`src/rtl/fabric_mgmt_mux_chan_adap_if.sv`:
```
// Signal bundle for the 2:1 stream mux: two input streams, one channelised output stream.
// The slave modport is the mux; the master modport is whatever feeds and drains it.
interface fabric_mgmt_mux_chan_adap_if #(
  parameter int DATA_WIDTH    = 8,
  parameter int CHANNEL_WIDTH = 1
);
  logic                     in0_valid;
  logic                     in0_startofpacket;
  logic                     in0_endofpacket;
  logic [DATA_WIDTH-1:0]    in0_data;
  logic                     in0_ready;
  logic                     in1_valid;
  logic                     in1_startofpacket;
  logic                     in1_endofpacket;
  logic [DATA_WIDTH-1:0]    in1_data;
  logic                     in1_ready;
  logic                     out_ready;
  logic                     out_valid;
  logic                     out_startofpacket;
  logic                     out_endofpacket;
  logic [DATA_WIDTH-1:0]    out_data;
  logic [CHANNEL_WIDTH-1:0] out_channel;

  modport slave (
    input  in0_valid, in0_startofpacket, in0_endofpacket, in0_data,
    input  in1_valid, in1_startofpacket, in1_endofpacket, in1_data,
    input  out_ready,
    output in0_ready, in1_ready,
    output out_valid, out_startofpacket, out_endofpacket, out_data, out_channel
  );

  modport master (
    output in0_valid, in0_startofpacket, in0_endofpacket, in0_data,
    output in1_valid, in1_startofpacket, in1_endofpacket, in1_data,
    output out_ready,
    input  in0_ready, in1_ready,
    input  out_valid, out_startofpacket, out_endofpacket, out_data, out_channel
  );
endinterface

```
`src/rtl/fabric_mgmt_mux_chan_adap.sv`:
```
// 2:1 round-robin stream mux with one registered output stage; the output channel names the source port.
// Define FABRIC_MGMT_MUX_PKT_LOCK_EN to hold the grant on one port from sop until that port's eop.
module fabric_mgmt_mux_chan_adap #(
  parameter int DATA_WIDTH    = 8,
  parameter int CHANNEL_WIDTH = 1
) (
  input  logic clk,
  input  logic reset,
  fabric_mgmt_mux_chan_adap_if.slave bus
);
  logic                     w_load_en;
  logic                     w_rr_grant;
  logic                     w_grant;
  logic                     w_acc;
  logic                     w_sop;
  logic                     w_eop;
  logic [DATA_WIDTH-1:0]    w_data;
  logic                     r_last;
  logic                     r_out_valid;
  logic                     r_out_sop;
  logic                     r_out_eop;
  logic [DATA_WIDTH-1:0]    r_out_data;
  logic [CHANNEL_WIDTH-1:0] r_out_channel;

  assign w_load_en    = !r_out_valid || bus.out_ready;
  // Readies are forced low during reset so nothing is consumed while the output stage is cleared.
  assign bus.in0_ready = !reset && w_load_en && !w_grant;
  assign bus.in1_ready = !reset && w_load_en &&  w_grant;
  assign w_acc  = (bus.in0_valid && bus.in0_ready) || (bus.in1_valid && bus.in1_ready);
  assign w_data = w_grant ? bus.in1_data : bus.in0_data;
  assign w_sop  = w_grant ? bus.in1_startofpacket : bus.in0_startofpacket;
  assign w_eop  = w_grant ? bus.in1_endofpacket   : bus.in0_endofpacket;

  // Round-robin choice: on contention favour the port not granted last.
  always_comb begin
    w_rr_grant = 1'b0;
    if (bus.in0_valid && bus.in1_valid) begin
      w_rr_grant = ~r_last;
    end else if (bus.in1_valid) begin
      w_rr_grant = 1'b1;
    end else begin
      w_rr_grant = 1'b0;
    end
  end

`ifdef FABRIC_MGMT_MUX_PKT_LOCK_EN
  typedef enum logic {ST_IDLE = 1'b0, ST_LOCKED = 1'b1} lock_state_t;
  lock_state_t r_state;
  lock_state_t w_state_nxt;
  logic        r_lock_port;
  logic        w_lock_port_nxt;

  // Lock state register.
  always_ff @(posedge clk or posedge reset) begin
    if (reset) begin
      r_state     <= ST_IDLE;
      r_lock_port <= 1'b0;
    end else begin
      r_state     <= w_state_nxt;
      r_lock_port <= w_lock_port_nxt;
    end
  end

  // Lock next-state: a multi-beat sop locks, eop from the locked port releases.
  always_comb begin
    w_state_nxt     = r_state;
    w_lock_port_nxt = r_lock_port;
    case (r_state)
      ST_IDLE: begin
        if (w_acc && w_sop && !w_eop) begin
          w_state_nxt     = ST_LOCKED;
          w_lock_port_nxt = w_grant;
        end else begin
          w_state_nxt     = ST_IDLE;
        end
      end
      ST_LOCKED: begin
        if (w_acc && w_eop) begin
          w_state_nxt = ST_IDLE;
        end else begin
          w_state_nxt = ST_LOCKED;
        end
      end
      default: w_state_nxt = ST_IDLE;
    endcase
  end

  // Lock output: a locked port owns the grant even while it is idle.
  always_comb begin
    w_grant = w_rr_grant;
    case (r_state)
      ST_LOCKED: w_grant = r_lock_port;
      default:   w_grant = w_rr_grant;
    endcase
  end
`else
  assign w_grant = w_rr_grant;
`endif

  // Last-granted pointer; reset value 1 lets port 0 win the first contention.
  always_ff @(posedge clk or posedge reset) begin
    if (reset) begin
      r_last <= 1'b1;
    end else if (w_acc) begin
      r_last <= w_grant;
    end
  end

  // Output register stage: load when empty or draining, hold while stalled.
  always_ff @(posedge clk or posedge reset) begin
    if (reset) begin
      r_out_valid   <= 1'b0;
      r_out_sop     <= 1'b0;
      r_out_eop     <= 1'b0;
      r_out_data    <= '0;
      r_out_channel <= '0;
    end else if (w_load_en) begin
      r_out_valid <= w_acc;
      if (w_acc) begin
        r_out_sop     <= w_sop;
        r_out_eop     <= w_eop;
        r_out_data    <= w_data;
        r_out_channel <= CHANNEL_WIDTH'(w_grant);
      end
    end
  end

  assign bus.out_valid         = r_out_valid;
  assign bus.out_startofpacket = r_out_sop;
  assign bus.out_endofpacket   = r_out_eop;
  assign bus.out_data          = r_out_data;
  assign bus.out_channel       = r_out_channel;
endmodule

```
`src/flat_wrapper.sv`:
```
// flat-port wrapper written by rule: the top's interface ports become plain ports
module fabric_mgmt_mux_chan_adap_flat 
#(
  parameter int DATA_WIDTH    = 8,
  parameter int CHANNEL_WIDTH = 1
)
  (clk, reset, bus_in0_valid, bus_in0_startofpacket, bus_in0_endofpacket, bus_in0_data, bus_in1_valid, bus_in1_startofpacket, bus_in1_endofpacket, bus_in1_data, bus_out_ready, bus_in0_ready, bus_in1_ready, bus_out_valid, bus_out_startofpacket, bus_out_endofpacket, bus_out_data, bus_out_channel);
  fabric_mgmt_mux_chan_adap_if #(.DATA_WIDTH(DATA_WIDTH), .CHANNEL_WIDTH(CHANNEL_WIDTH)) bus_i ();
  input  logic clk;
  input  logic reset;
  input wire logic [$bits(bus_i.in0_valid)-1:0] bus_in0_valid;
  input wire logic [$bits(bus_i.in0_startofpacket)-1:0] bus_in0_startofpacket;
  input wire logic [$bits(bus_i.in0_endofpacket)-1:0] bus_in0_endofpacket;
  input wire logic [$bits(bus_i.in0_data)-1:0] bus_in0_data;
  input wire logic [$bits(bus_i.in1_valid)-1:0] bus_in1_valid;
  input wire logic [$bits(bus_i.in1_startofpacket)-1:0] bus_in1_startofpacket;
  input wire logic [$bits(bus_i.in1_endofpacket)-1:0] bus_in1_endofpacket;
  input wire logic [$bits(bus_i.in1_data)-1:0] bus_in1_data;
  input wire logic [$bits(bus_i.out_ready)-1:0] bus_out_ready;
  output wire logic [$bits(bus_i.in0_ready)-1:0] bus_in0_ready;
  output wire logic [$bits(bus_i.in1_ready)-1:0] bus_in1_ready;
  output wire logic [$bits(bus_i.out_valid)-1:0] bus_out_valid;
  output wire logic [$bits(bus_i.out_startofpacket)-1:0] bus_out_startofpacket;
  output wire logic [$bits(bus_i.out_endofpacket)-1:0] bus_out_endofpacket;
  output wire logic [$bits(bus_i.out_data)-1:0] bus_out_data;
  output wire logic [$bits(bus_i.out_channel)-1:0] bus_out_channel;
  assign bus_i.in0_valid = bus_in0_valid;
  assign bus_i.in0_startofpacket = bus_in0_startofpacket;
  assign bus_i.in0_endofpacket = bus_in0_endofpacket;
  assign bus_i.in0_data = bus_in0_data;
  assign bus_i.in1_valid = bus_in1_valid;
  assign bus_i.in1_startofpacket = bus_in1_startofpacket;
  assign bus_i.in1_endofpacket = bus_in1_endofpacket;
  assign bus_i.in1_data = bus_in1_data;
  assign bus_i.out_ready = bus_out_ready;
  assign bus_in0_ready = bus_i.in0_ready;
  assign bus_in1_ready = bus_i.in1_ready;
  assign bus_out_valid = bus_i.out_valid;
  assign bus_out_startofpacket = bus_i.out_startofpacket;
  assign bus_out_endofpacket = bus_i.out_endofpacket;
  assign bus_out_data = bus_i.out_data;
  assign bus_out_channel = bus_i.out_channel;
  fabric_mgmt_mux_chan_adap #(.DATA_WIDTH(DATA_WIDTH), .CHANNEL_WIDTH(CHANNEL_WIDTH)) u_core (.clk(clk), .reset(reset), .bus(bus_i));
endmodule
```
`config.mk`:
```
export PLATFORM = sky130hd
export DESIGN_NAME = fabric_mgmt_mux_chan_adap_flat
export DESIGN_NICKNAME = d
export VERILOG_FILES = /design/src/rtl/fabric_mgmt_mux_chan_adap_if.sv /design/src/rtl/fabric_mgmt_mux_chan_adap.sv /design/src/flat_wrapper.sv
export SDC_FILE = /design/constraint.sdc
export NUM_CORES = 1
export LEC_CHECK = 0
export CAP_MARGIN = 40
export CELL_PAD_IN_SITES_DETAIL_PLACEMENT = 2
export CELL_PAD_IN_SITES_GLOBAL_PLACEMENT = 2
export CORE_UTILIZATION = 22
export CTS_CLUSTER_DIAMETER = 40
export DETAILED_ROUTE_END_ITERATION = 8
export PLACE_DENSITY_LB_ADDON = 0.25
export SLEW_MARGIN = 0
export SYNTH_ARGS = -nofsm -noshare
export SYNTH_HDL_FRONTEND = slang
export SYNTH_SLANG_ARGS = --single-unit
```
`constraint.sdc`:
```
create_clock -name clk -period 1.83 [get_ports clk]
set_input_delay 0.366 -clock clk [delete_from_list [all_inputs] [get_ports clk]]
set_output_delay 0.366 -clock clk [all_outputs]
set_load 0.005 [all_outputs]
```
# Word level (Yosys, flattened, before mapping)
# Index checks and enable logic that the tools add are counted.
dict set report totals {
  regBits 13
  inputBits 25
  elab_cells 24
}
dict set report classes {
  n_mux 5
  bitwise 1
  reduce_logical 12
}
# cell count
set ops {}
lappend ops {{2-to-1 mux 8 bit} 1}
lappend ops {{logical AND 1 bit} 6}
lappend ops {{2-to-1 mux 1 bit} 4}
lappend ops {{zero test 1 bit} 3}
lappend ops {{logical OR 1 bit} 2}
lappend ops {{AND reduction 2 bit} 1}
lappend ops {{NOT 1 bit} 1}

# Longest topological paths before layout
# Gate-level depths: netlist (run 1).
dict set report logic_depth {
  word_depth 7
  mapped_depth 4
}

# Worst setup path before layout (run 1)
# OpenSTA, ideal clock, no wires.
dict set report synth_path {
  path_kind {reg-to-output}
  start {register u_core.r_last}
  end {output port bus_in0_ready}
  t_arrival_ns 0.953
  setup_slack_ns 0.511
  path_stages_with_launch 4
  path_cell_list {dfstp_2 > a21boi_2 > buf_2 > nor3_1}
}
dict set report synth_via {
  elab_chain_len 4
}
# item line_no
set synth_rtl {}
lappend synth_rtl {{from (decl)} fabric_mgmt_mux_chan_adap.sv:18} ;# logic r_last;
lappend synth_rtl {{from (signal assigned)} fabric_mgmt_mux_chan_adap.sv:105} ;# r_last <= w_grant;
lappend synth_rtl {{NOT 1 bit} fabric_mgmt_mux_chan_adap.sv:38} ;# w_rr_grant = ~r_last;
lappend synth_rtl {{2-to-1 mux 1 bit} fabric_mgmt_mux_chan_adap.sv:37} ;# if (bus.in0_valid && bus.in1_valid) begin
lappend synth_rtl {{zero test 1 bit} fabric_mgmt_mux_chan_adap.sv:27} ;# assign bus.in0_ready = !reset && w_load_en && !w_grant;
lappend synth_rtl {{logical AND 1 bit} fabric_mgmt_mux_chan_adap.sv:27}
lappend synth_rtl {{to (decl)} flat_wrapper.sv:20} ;# output wire logic [$bits(bus_i.in0_ready)-1:0] bus_in0_ready;
# Every way passes these cells.

# Worst setup path after layout (run 1)
dict set report layout_path {
  start {input port bus_out_ready}
  end {output port bus_in1_ready}
}
dict set report layout_via {
  elab_chain_len 3
}
# item line_no
set layout_rtl {}
lappend layout_rtl {{from (decl)} flat_wrapper.sv:19} ;# input wire logic [$bits(bus_i.out_ready)-1:0] bus_out_ready;
lappend layout_rtl {{logical OR 1 bit} fabric_mgmt_mux_chan_adap.sv:25} ;# assign w_load_en = !r_out_valid || bus.out_ready;
lappend layout_rtl {{logical AND 1 bit (2 in series)} fabric_mgmt_mux_chan_adap.sv:28} ;# assign bus.in1_ready = !reset && w_load_en && w_grant;
lappend layout_rtl {{to (decl)} flat_wrapper.sv:21} ;# output wire logic [$bits(bus_i.in1_ready)-1:0] bus_in1_ready;
# Every way passes these cells.

==> impl_results.rst, run 1 <==
.. list-table::
   :header-rows: 1

   * - Metric
     - Value
   * - Violations in the final reports
     - DRC
   * - Syn-to-layout area delta
     - 75.6%
   * - Vertical die dimension
     - 57.7 µm
   * - Type of element capturing the critical path
     - output pin
   * - Gate Count Post-Synth
     - 62
   * - Average wire length per cell after detail routing
     - 16.6 µm
   * - Data required time of the critical path
     - 1.46 ns
   * - Total Routed Length
     - 2.35 mm
   * - Count of endpoints failing setup in the final report
     - 0
   * - Global routing met1 resource utilization
     - 18.2%
   * - Met2 GRT Util
     - 26.7%
   * - Post-Route Utilization
     - 42.1%
   * - Final net count
     - 137
   * - Area of the core
     - 0.00285 mm²
   * - Via count of the routed design
     - 712
   * - Met3 capacity usage during global routing
     - 2.46%
   * - Max Clk Rate
     - 0.584 GHz
   * - Mean instance size in the synthesized netlist
     - 11.0 µm²
   * - Overflow after GRT
     - 0
   * - Antenna-violating nets left
     - 0
   * - Area of the die
     - 0.00333 mm²
   * - Sum of buffers and inverters on the critical path
     - 2
   * - Wire length of the first global-routing pass
     - 3.79 mm
   * - Sequential share of the synthesized area
     - 47.8%
   * - TritonCTS buffer count
     - 3
   * - Clock tree from TritonCTS
     - yes
   * - Share of the synthesized area in the top cell type
     - 44.0%
   * - Depth of the CTS H-tree
     - 1
   * - Worst Tran Pin Value
     - 0.365 ns
   * - Ratio of final minimum period to clock period
     - 93.6%
   * - Layout cell share with drive strength beyond 1
     - 21.6%
   * - Number of top-level pins
     - 39
   * - Total of buffers placed on input and output ports
     - 38
   * - Minimum clock period after layout
     - 1.71 ns
   * - Path type of the worst min-delay path
     - input pin to asynchronous set/reset pin
   * - Initial standard-cell utilization of the core
     - 23.9%
   * - Static power due to leakage
     - 0.000482 µW
   * - Drt via density
     - 5.01
   * - Vias in the first global route
     - 790
   * - Max-cap violations
     - 0
   * - Cell family with most CP delay
     - buffers and inverters
   * - 1st-iter DRT viols
     - 14
   * - Number of buffers on the longest clock path
     - 2
   * - Clk root buf
     - sky130_fd_sc_hd__clkbuf_4
   * - Maximum fanout encountered on the critical timing path
     - 2
   * - Chip width
     - 57.7 µm
   * - GPL Wtd Cong
     - 0.783
   * - Critical path, cell by cell
     - clkdlybuf4s50_1 > nand2b_2 > and3_4 > clkdlybuf4s15_2
   * - Max Slew Vio Count
     - 0
   * - Worst-path cell with the longest stage delay
     - sky130_fd_sc_hd__clkdlybuf4s50_1
   * - Outcome
     - finished, violations left
   * - Global routing's busiest layer
     - met2
   * - Number of standard-cell rows in the floorplan
     - 19
   * - Worst setup skew after layout
     - 0.00538 ns
   * - WS Path Type
     - input pin to output pin
   * - Syn nets
     - 87
   * - Post-synthesis register bit count
     - 13
   * - Warnings, synthesis
     - 0
   * - Drt first pass iters
     - 6
   * - Unrepaired setup endpoints after global routing
     - false
   * - Total GRT Usage
     - 15.4%
   * - Synth area leaders
     - sky130_fd_sc_hd__dfrtp_1, sky130_fd_sc_hd__o221a_1, sky130_fd_sc_hd__nand3_1
   * - Largest stage delay on the critical path
     - 0.49 ns
   * - CP startpoint kind
     - input pin
   * - Number of antenna violations at the first check in global routing
     - 0
   * - Largest area contributor in the synthesized netlist
     - sky130_fd_sc_hd__dfrtp_1
   * - Placed instance count
     - 137
   * - Cell Pwr Density
     - 777 mW/mm²
   * - Hold Vio Cnt, Final
     - 0
   * - Register clock-pin slew on the reported worst setup and hold paths
     - 0.09 ns
   * - Data arrival time of the critical path
     - 1.35 ns
   * - Headroom to the max-slew limit
     - 75.6%
   * - Worst IR drop on VDD
     - 0.231 mV
   * - Post-route worst hold slack
     - 0.502 ns
   * - Layout Cells excl Fill
     - 142
   * - Post-synthesis instance area
     - 683 µm²
   * - HPWL after detailed placement
     - 1.75 mm
   * - Count of distinct cell types in the synthesized netlist
     - 22
   * - Largest net degree at the start of global routing
     - 17
   * - Clock Sinks
     - 13
   * - Clk Latency, worst-skew pair
     - 0.29 ns
   * - Antenna Cells
     - 0
   * - Number of remaining DRC errors
     - 3
[per-layer routing]
layer	vias to the layer above	wire, µm
met2	24	1140
li1	332	-
met3	5	111
met4	0	54
met1	351	1050
met5	-	0
[cells in the mapped netlist]
cell                        count
sky130_fd_sc_hd__inv_2          1
sky130_fd_sc_hd__a41oi_1        1
sky130_fd_sc_hd__nor3_1         1
sky130_fd_sc_hd__dfstp_2        1
sky130_fd_sc_hd__o2111ai_4      1
sky130_fd_sc_hd__nand3_1       10
sky130_fd_sc_hd__and3_1         1
sky130_fd_sc_hd__nor2_1        10
sky130_fd_sc_hd__o21bai_1       1
sky130_fd_sc_hd__buf_6          1
sky130_fd_sc_hd__o221a_1       10
sky130_fd_sc_hd__nor2b_2        1
sky130_fd_sc_hd__inv_1          2
sky130_fd_sc_hd__o21ai_0        1
sky130_fd_sc_hd__nor3_4         1
sky130_fd_sc_hd__a31oi_1        1
sky130_fd_sc_hd__dfrtp_1       12
sky130_fd_sc_hd__a21boi_2       1
sky130_fd_sc_hd__nor2_2         1
sky130_fd_sc_hd__buf_2          2
sky130_fd_sc_hd__nand2b_2       1
sky130_fd_sc_hd__buf_4          1
[per-stage QoR]
| stage | setup slack [ns] | instance area [µm²] | power (µW) | TNS, ns |
|---|---|---|---|---|
| floorplan | 0.511 | 683 | 515 | 0 |
| global placement | -0.278 | 1150 | 725 | -0.942 |
| detailed placement | -0.310 | 1150 | 737 | -0.971 |
| CTS | 0.00189 | 1190 | 949 | 0 |
| global route | 0.0568 | 1200 | 988 | 0 |
| finish | 0.118 | 1200 | 932 | 0 |
[power by group]
| part | internal, µW | switching (µW) | leakage, µW |
|---|---|---|---|
| combinational | 228 | 123 | 0.000324 |
| clock | 84.9 | 109 | 0.0000150 |
| sequential | 350 | 37.3 | 0.000143 |
[cells in the final DEF, fill, tap and decap left out]
cell / instances
sky130_fd_sc_hd__clkbuf_1: 1
sky130_fd_sc_hd__nor2b_2: 1
sky130_fd_sc_hd__dfrtp_1: 12
sky130_fd_sc_hd__dlymetal6s2s_1: 2
sky130_fd_sc_hd__clkdlybuf4s50_1: 34
sky130_fd_sc_hd__nor3_4: 1
sky130_fd_sc_hd__dfstp_2: 1
sky130_fd_sc_hd__nand3_1: 10
sky130_fd_sc_hd__clkbuf_4: 3
sky130_fd_sc_hd__clkdlybuf4s15_2: 1
sky130_fd_sc_hd__nand2b_2: 1
sky130_fd_sc_hd__o2111ai_4: 1
sky130_fd_sc_hd__nor3_1: 1
sky130_fd_sc_hd__inv_1: 2
sky130_fd_sc_hd__a21boi_4: 1
sky130_fd_sc_hd__nor2_2: 1
sky130_fd_sc_hd__o221a_1: 10
sky130_fd_sc_hd__nor2_1: 10
sky130_fd_sc_hd__buf_4: 11
sky130_fd_sc_hd__o21ai_0: 1
sky130_fd_sc_hd__and3_4: 1
sky130_fd_sc_hd__a31oi_1: 1
sky130_fd_sc_hd__dlygate4sd2_1: 1
sky130_fd_sc_hd__o21bai_1: 1
sky130_fd_sc_hd__a41oi_1: 1
sky130_fd_sc_hd__inv_2: 1
[cell type report]
class	instances	area (µm²)
clock buffers	4	26.3
well taps	31	38.8
flip-flops and latches	13	327
fillers	321	1650
multi-input cells	42	329
repair buffers	49	468
inverters	3	11.3
[state kept, by name (all words and copies together), names as in the netlist]
name                          cells
u_core.bus.out_endofpacket        1
u_core.bus.out_startofpacket      1
u_core.r_last                     1
u_core.bus.out_valid              1
u_core.bus.out_channel            1
u_core.bus.out_data               8
[what timing repair did]
item / CTS / global route
hold buffers: 0 / 0
gates resized for setup: 6 / 2
buffers inserted: 1 / 0
endpoints found under the setup margin: 2 / 2
pin swaps: 2 / 2
[tightest hold or removal path: stages]
cell                              delay (ns)
sky130_fd_sc_hd__clkdlybuf4s50_1        0.47
sky130_fd_sc_hd__inv_2                  0.09
sky130_fd_sc_hd__buf_4                  0.24
[kinds of logic after synthesis]
| kind of cell | count (synthesis) | share of synthesized area [%] |
|---|---|---|
| flip-flops | 13 | 47.8 |
| AND/OR/NAND/NOR | 26 | 20.3 |
| buffers and inverters | 7 | 5.86 |
| AO/OA/AOI/OAI | 16 | 26.0 |
[path summary, 6_finish.rpt]
path	startpoint	endpoint	slack, ns	depth (start not counted)
min in group clk	bus_in0_valid	u_core.r_last	0.52	3
max	bus_out_ready	bus_in1_ready	0.12	4
min	reset	u_core.bus.out_channel	0.50	3
min reg2reg	u_core.bus.out_channel	u_core.bus.out_channel	0.53	2
max reg2reg	u_core.bus.out_valid	u_core.bus.out_data[7]	0.46	4
max in group asynchronous	reset	u_core.r_last	1.08	3
Power figures use the tool's default switching activity.
==> run 2: changes to the inputs <==
--- a/config.mk
+++ b/config.mk
@@ -8,7 +8,7 @@
 export CAP_MARGIN = 40
 export CELL_PAD_IN_SITES_DETAIL_PLACEMENT = 2
 export CELL_PAD_IN_SITES_GLOBAL_PLACEMENT = 2
-export CORE_UTILIZATION = 22
+export CORE_UTILIZATION = 21
 export CTS_CLUSTER_DIAMETER = 40
 export DETAILED_ROUTE_END_ITERATION = 8
 export PLACE_DENSITY_LB_ADDON = 0.25
==> constraint.sdc (replaced) <==
create_clock -name clk -period 1.8 [get_ports clk]
set_input_delay 0.36 -clock clk [delete_from_list [all_inputs] [get_ports clk]]
set_output_delay 0.36 -clock clk [all_outputs]
set_load 0.005 [all_outputs]
==> run 2 against run 1 <==
  * The flow now finishes without violations
  * Total power grew 0.97%
  * Die area grew 4.6%
  * Routed wire length shrank 3.9%
  * Sequential power grew 3%
  * Worst hold slack lost 0.28 ns
==> impl_results.rst, run 2 (synthesis gave the netlist of run 1 again) <==
.. list-table::
   :header-rows: 1

   * - Metric
     - Value
   * - Wire length of the first global-routing pass
     - 3.64 mm
   * - Commonest cells after routing, fill and taps aside
     - sky130_fd_sc_hd__clkdlybuf4s50_1, sky130_fd_sc_hd__buf_4, sky130_fd_sc_hd__dfrtp_1
   * - Type of element capturing the critical path
     - output pin
   * - Reg-to-reg critical path startpoint
     - u_core.bus.out_valid
   * - Vertical die dimension
     - 59.0 µm
   * - Hold buffer count at cts
     - 0
   * - GPL Wtd Cong
     - 0.721
   * - Syn-to-layout area delta
     - 79.9%
   * - Clock Sinks
     - 13
   * - Largest register FFs
     - 8
   * - Max Slew Vio Count
     - 0
   * - Maximum fanout encountered on the critical timing path
     - 2
   * - TritonCTS buffer count
     - 3
   * - Area of the core
     - 0.00308 mm²
   * - Max-cap violations
     - 0
   * - Number of antenna violations at the first check in global routing
     - 0
   * - Total GRT Usage
     - 14.5%
   * - Outcome
     - complete, no violations
   * - Post-Route Utilization
     - 39.9%
   * - Final net count
     - 139
   * - Largest net degree at the start of global routing
     - 17
   * - Drt first pass iters
     - 2
   * - CP startpoint kind
     - input pin
   * - Hold Vio Cnt, Final
     - 0
   * - Depth of the CTS H-tree
     - 1
   * - Layout cell share with drive strength beyond 1
     - 23.0%
   * - Cell Pwr Density
     - 766 mW/mm²
   * - Average wire length per cell after detail routing
     - 14.4 µm
   * - Power, Total
     - 941 µW
   * - CP startpoint
     - bus_out_ready
   * - Minimum clock period after layout
     - 1.76 ns
   * - Overflow after GRT
     - 0
   * - Headroom to the max-slew limit
     - 75.2%
   * - Max Clk Rate
     - 0.568 GHz
   * - Worst Tran Pin Value
     - 0.371 ns
   * - Total of buffers placed on input and output ports
     - 38
   * - Vias in the first global route
     - 810
   * - WS Path Type
     - input pin to output pin
   * - Count of endpoints failing setup in the final report
     - 0
   * - Total Routed Length
     - 2.26 mm
   * - Worst setup skew after layout
     - 0.000509 ns
   * - Number of standard-cell rows in the floorplan
     - 20
   * - HPWL after detailed placement
     - 1.83 mm
   * - Via count of the routed design
     - 713
   * - Data required time of the critical path
     - 1.44 ns
   * - Number of remaining DRC errors
     - 0
   * - Register clock-pin slew on the reported worst setup and hold paths
     - 0.08 ns
   * - Antenna-violating nets left
     - 0
   * - Drt via density
     - 4.54
   * - Clk root buf
     - sky130_fd_sc_hd__clkbuf_4
   * - Number of buffers on the longest clock path
     - 2
   * - Clk Latency, worst-skew pair
     - 0.27 ns
   * - Static power due to leakage
     - 0.000493 µW
   * - Area of the die
     - 0.00349 mm²
   * - Number of top-level pins
     - 39
   * - Worst IR drop on VDD
     - 0.255 mV
   * - Fill cell total of the finished layout
     - 346
   * - Most common library cell in the layout ignoring fill and taps
     - sky130_fd_sc_hd__clkdlybuf4s50_1
   * - Antenna Cells
     - 0
   * - Post-route worst hold slack
     - 0.219 ns
   * - Data arrival time of the critical path
     - 1.40 ns
   * - Ratio of final minimum period to clock period
     - 97.8%
   * - 1st-iter DRT viols
     - 8
   * - Chip width
     - 59.0 µm
   * - Initial standard-cell utilization of the core
     - 22.2%
   * - Final total negative setup slack
     - 0 ns
   * - Path type of the worst min-delay path
     - input pin to asynchronous set/reset pin
   * - Clock tree from TritonCTS
     - yes
## run 2: worst max-delay path, cell delays in order
cell and delay (ns):
sky130_fd_sc_hd__clkdlybuf4s50_1 0.50, sky130_fd_sc_hd__nand2b_4 0.14, sky130_fd_sc_hd__and3_4 0.17, sky130_fd_sc_hd__dlygate4sd2_1 0.23
## run 2: worst paths after layout
| kind | endpoint | slack [ns] | cells after the start |
|---|---|---|---|
| max in group asynchronous | u_core.r_last | 1.33 | 3 |
| setup reg to reg | u_core.bus.out_startofpacket | 0.44 | 4 |
| hold reg to reg | u_core.bus.out_channel | 0.53 | 2 |
| min in group clk | u_core.bus.out_channel | 0.53 | 2 |
| hold / removal | u_core.bus.out_data[6] | 0.22 | 3 |
| setup / recovery | bus_in1_ready | 0.04 | 4 |
## run 2: metal layers
metal	share of wire (%)	vias up	routed length, µm	track usage [%]
met5	0	-	0	0
met4	0.80	0	18	6.12
met3	4.1	2	93	2.62
met2	57	19	1290	27.6
met1	38	356	860	15.6
li1	-	336	-	-
## run 2: through the flow
stage	setup slack (ns)	instances	instance area (µm²)
2_1_floorplan	0.487	62	683
3_3_place_gp	-0.294	153	1190
3_5_place_dp	-0.360	153	1190
4_1_cts	0.00739	157	1220
5_1_grt	-0.00762	157	1230
6_report	0.0399	157	1230
## run 2: layout make-up
cell class / instances / area, µm² / share of cell area (%)
Inverter: 3 / 11.3 / 0.916
Timing Repair Buffer: 51 / 475 / 38.7
Clock buffer: 4 / 26.3 / 2.14
Multi-Input combinational cell: 42 / 334 / 27.2
Tap cell: 44 / 55.1 / 4.48
Sequential cell: 13 / 327 / 26.6
## run 2: what timing repair did
action,4_1_cts,5_1_grt
resized for setup,7,4
buffers inserted,0,0
setup endpoints to repair,2,2
## run 2: report_power, final
part / switching (µW) / internal, µW
clock: 99.0 / 85.8
sequential: 40.7 / 356
combinational: 124 / 237
==> run 3: changes to the inputs <==
--- a/config.mk
+++ b/config.mk
@@ -5,6 +5,7 @@
 export SDC_FILE = /design/constraint.sdc
 export NUM_CORES = 1
 export LEC_CHECK = 0
+export ABC_CLOCK_PERIOD_IN_PS = 1800
 export CAP_MARGIN = 40
 export CELL_PAD_IN_SITES_DETAIL_PLACEMENT = 2
 export CELL_PAD_IN_SITES_GLOBAL_PLACEMENT = 2
==> results of run 3 <==
The final DEF is identical to that of run 2; final timing and power are the same.
==> edit: new RTL, settings of run 3 <==
`DATA_WIDTH` is set to 8 in 3 places; all go to 12.
--- a/src/rtl/fabric_mgmt_mux_chan_adap_if.sv
+++ b/src/rtl/fabric_mgmt_mux_chan_adap_if.sv
@@ -2,5 +2,5 @@
 // The slave modport is the mux; the master modport is whatever feeds and drains it.
 interface fabric_mgmt_mux_chan_adap_if #(
-  parameter int DATA_WIDTH    = 8,
+  parameter int DATA_WIDTH    = 12,
   parameter int CHANNEL_WIDTH = 1
 );
--- a/src/rtl/fabric_mgmt_mux_chan_adap.sv
+++ b/src/rtl/fabric_mgmt_mux_chan_adap.sv
@@ -2,5 +2,5 @@
 // Define FABRIC_MGMT_MUX_PKT_LOCK_EN to hold the grant on one port from sop until that port's eop.
 module fabric_mgmt_mux_chan_adap #(
-  parameter int DATA_WIDTH    = 8,
+  parameter int DATA_WIDTH    = 12,
   parameter int CHANNEL_WIDTH = 1
 ) (
--- a/src/flat_wrapper.sv
+++ b/src/flat_wrapper.sv
@@ -2,5 +2,5 @@
 module fabric_mgmt_mux_chan_adap_flat 
 #(
-  parameter int DATA_WIDTH    = 8,
+  parameter int DATA_WIDTH    = 12,
   parameter int CHANNEL_WIDTH = 1
 )
Ports: changed (resized bus_in0_data, bus_in1_data and bus_out_data); port bits go from 39 to 51. The function was not compared with the original's and may differ.
==> edit against run 3 <==
  * Worst setup slack better by 19 ps
  * Total power increased by 33%
  * Largest power group unchanged
  * Sequential cell count is 4 higher
  * Clock skew is 2.3 ps higher
  * Critical endpoint unchanged
  * Final area is 26% higher
  * Synthesized area up 28%
  * Highest routed layer unchanged
  * Wire length is 34% higher
  * First-iteration DRC count grew to 4.8 times the old value
  * Clock power increased by 55%
==> edit: results (changes against run 3) <==
| Metric | Value |
|---|---|
| Max H-tree Level | 1 (unchanged) |
| Worst Skew | 2.85 ps (+2.34 ps) |
| Antenna Cells | 0 (unchanged) |
| DP HPWL | 2330 µm (+28%) |
| Fillcell total | 421 (+22%) |
| WL/cell | 15.8 µm (+9.9%) |
| Placed cell count | 185 (+21%) |
| Status | finished clean |
| Root buffer cell | clkbuf_8 |
| Vias in the first global route | 1006 (+24%) |
| Reg clk slew, reported paths | 70 ps |
| Sequential area share after synthesis | 48.7% (+0.91 points) |
| Relative slew slack | 79.8% (+4.5 points) |
| Placement Setup Slack | -346 ps (+14.2 ps) |
| Ys async rst share | 100% (unchanged) |
| Vias/cell | 4.76 (+4.8%) |
| Reg2Reg Depth | 5 (+1) |
| Largest fanout on the critical path | 2 (unchanged) |
| Post-synthesis mux area share | 0% (unchanged) |
| Post-Route WL | 3040 µm (+34%) |
| Total GRT Usage | 15.2% (+0.69 points) |
| Nets | 176 (+27%) |
| Hold Path Depth | 2 |
| Achievable Freq | 0.574 GHz (+1.1%) |
| Hold path start | u_core.bus.out_channel |
| Clk_lat worst skew | 250 ps (-20 ps) |
| Pre-antenna DRT Iters | 4 (+2) |
| Maximum vdd ir drop | 0.287 mV (+13%) |
| Synth cell count leaders | dfrtp_1, nor2_1, nand3_1, o221a_1, o221a_2 |
| Syn nets | 114 (+31%) |
| Pin count of the biggest net entering global routing | 21 (+4) |
| First-pass GRT wire length | 5040 µm (+39%) |
| Die ar. | 0.00443 mm² (+27%) |
| Lkg Pwr | 0.609 nW (+24%) |
| Reg-to-reg endpoint | u_core.bus.out_startofpacket |
| Post-synthesis cell type count | 23 (+4.5%) |
| Worst path max stage delay | 480 ps (-20 ps) |
| Mapped Avg Cell Area | 10.8 µm² (-1.9%) |
| Max FFs per register | 12 (+4) |
| Final setup violating endpoints | 0 (unchanged) |
| Final GP Congestion | 0.647 (-10%) |
| R2R setup slack | 330 ps (-110 ps) |
| Min-delay worst type | register to register |
| Buffers added on ports | 50 (+32%) |
| Top post-synthesis cells by area | dfrtp_1, o221a_1, nand3_1, nor2_1, o221a_2 |
| Drt initial violations | 38 (+30) |
| Critical Path AT | 1380 ps (-20 ps) |
| Compound-Gate Fraction of Synth Area | 25.4% (-0.58 points) |
| Share of layout cells above drive strength 1 | 19.7% (-3.3 points) |
| CP max-delay cell | clkdlybuf4s50_1 |
-- edit: cell types whose count changed in the layout (fill, tap and decap cells not counted), sizes merged --
cell,before,now
clkdlybuf4s50,33,46
dfrtp,12,16
nand3,10,14
nor2,11,15
o221a,10,14
buf,13,14
clkbuf,5,4
clkdlybuf4s15,0,1
dlygate4sd2,3,2
-- edit: repair_timing --
item,4_1_cts,5_1_grt
pin swaps,3,1
setup buffers,3,0
endpoints found under the hold margin,0,0
gates resized for setup,7,1
setup endpoints to repair,7,2
-- edit: through the flow --
step           hold slack (ps)  area (µm²)
2_1_floorplan              402         876
3_3_place_gp               513        1470
3_5_place_dp               540        1470
4_1_cts                    553        1550
5_1_grt                    564        1550
6_report                   548        1550
-- edit: metal layers --
layer	track usage, %	part of all wire [%]	vias to the layer above	wire (µm)
met5	0	0	-	0
met2	26.1	48	38	1460
met3	2.23	5.3	2	162
met4	3.19	0.46	0	14
li1	-	-	429	-
met1	20.0	46	445	1400
-- edit: power by group --
group	leakage, nW	total [W]	switching, W	internal, W
logic	0.400	0.000442	0.000150	0.000292
clock network	0.0228	0.000287	0.000130	0.000157
registers	0.187	0.000522	0.0000563	0.000465
-- edit: area by class of cell --
type | count | area [µm²] | area share (%)
tap | 50 | 62.6 | 4.03
clock buffer | 4 | 45.0 | 2.90
inverter | 3 | 11.3 | 0.725
multi-input combinational | 54 | 402 | 25.8
sequential | 17 | 427 | 27.5
timing repair buffer | 64 | 607 | 39.0
-- edit: cells by family after synthesis --
group / count (synthesis)
AO/OA/AOI/OAI: 20
buffers and inverters: 10
AND/OR/NAND/NOR: 34
flip-flops: 17
-- edit: worst max-delay path, delay by kind of cell --
kind / cells / cell delay [ps]
buffers and inverters: 2 / 670
AND/OR/NAND/NOR: 2 / 340
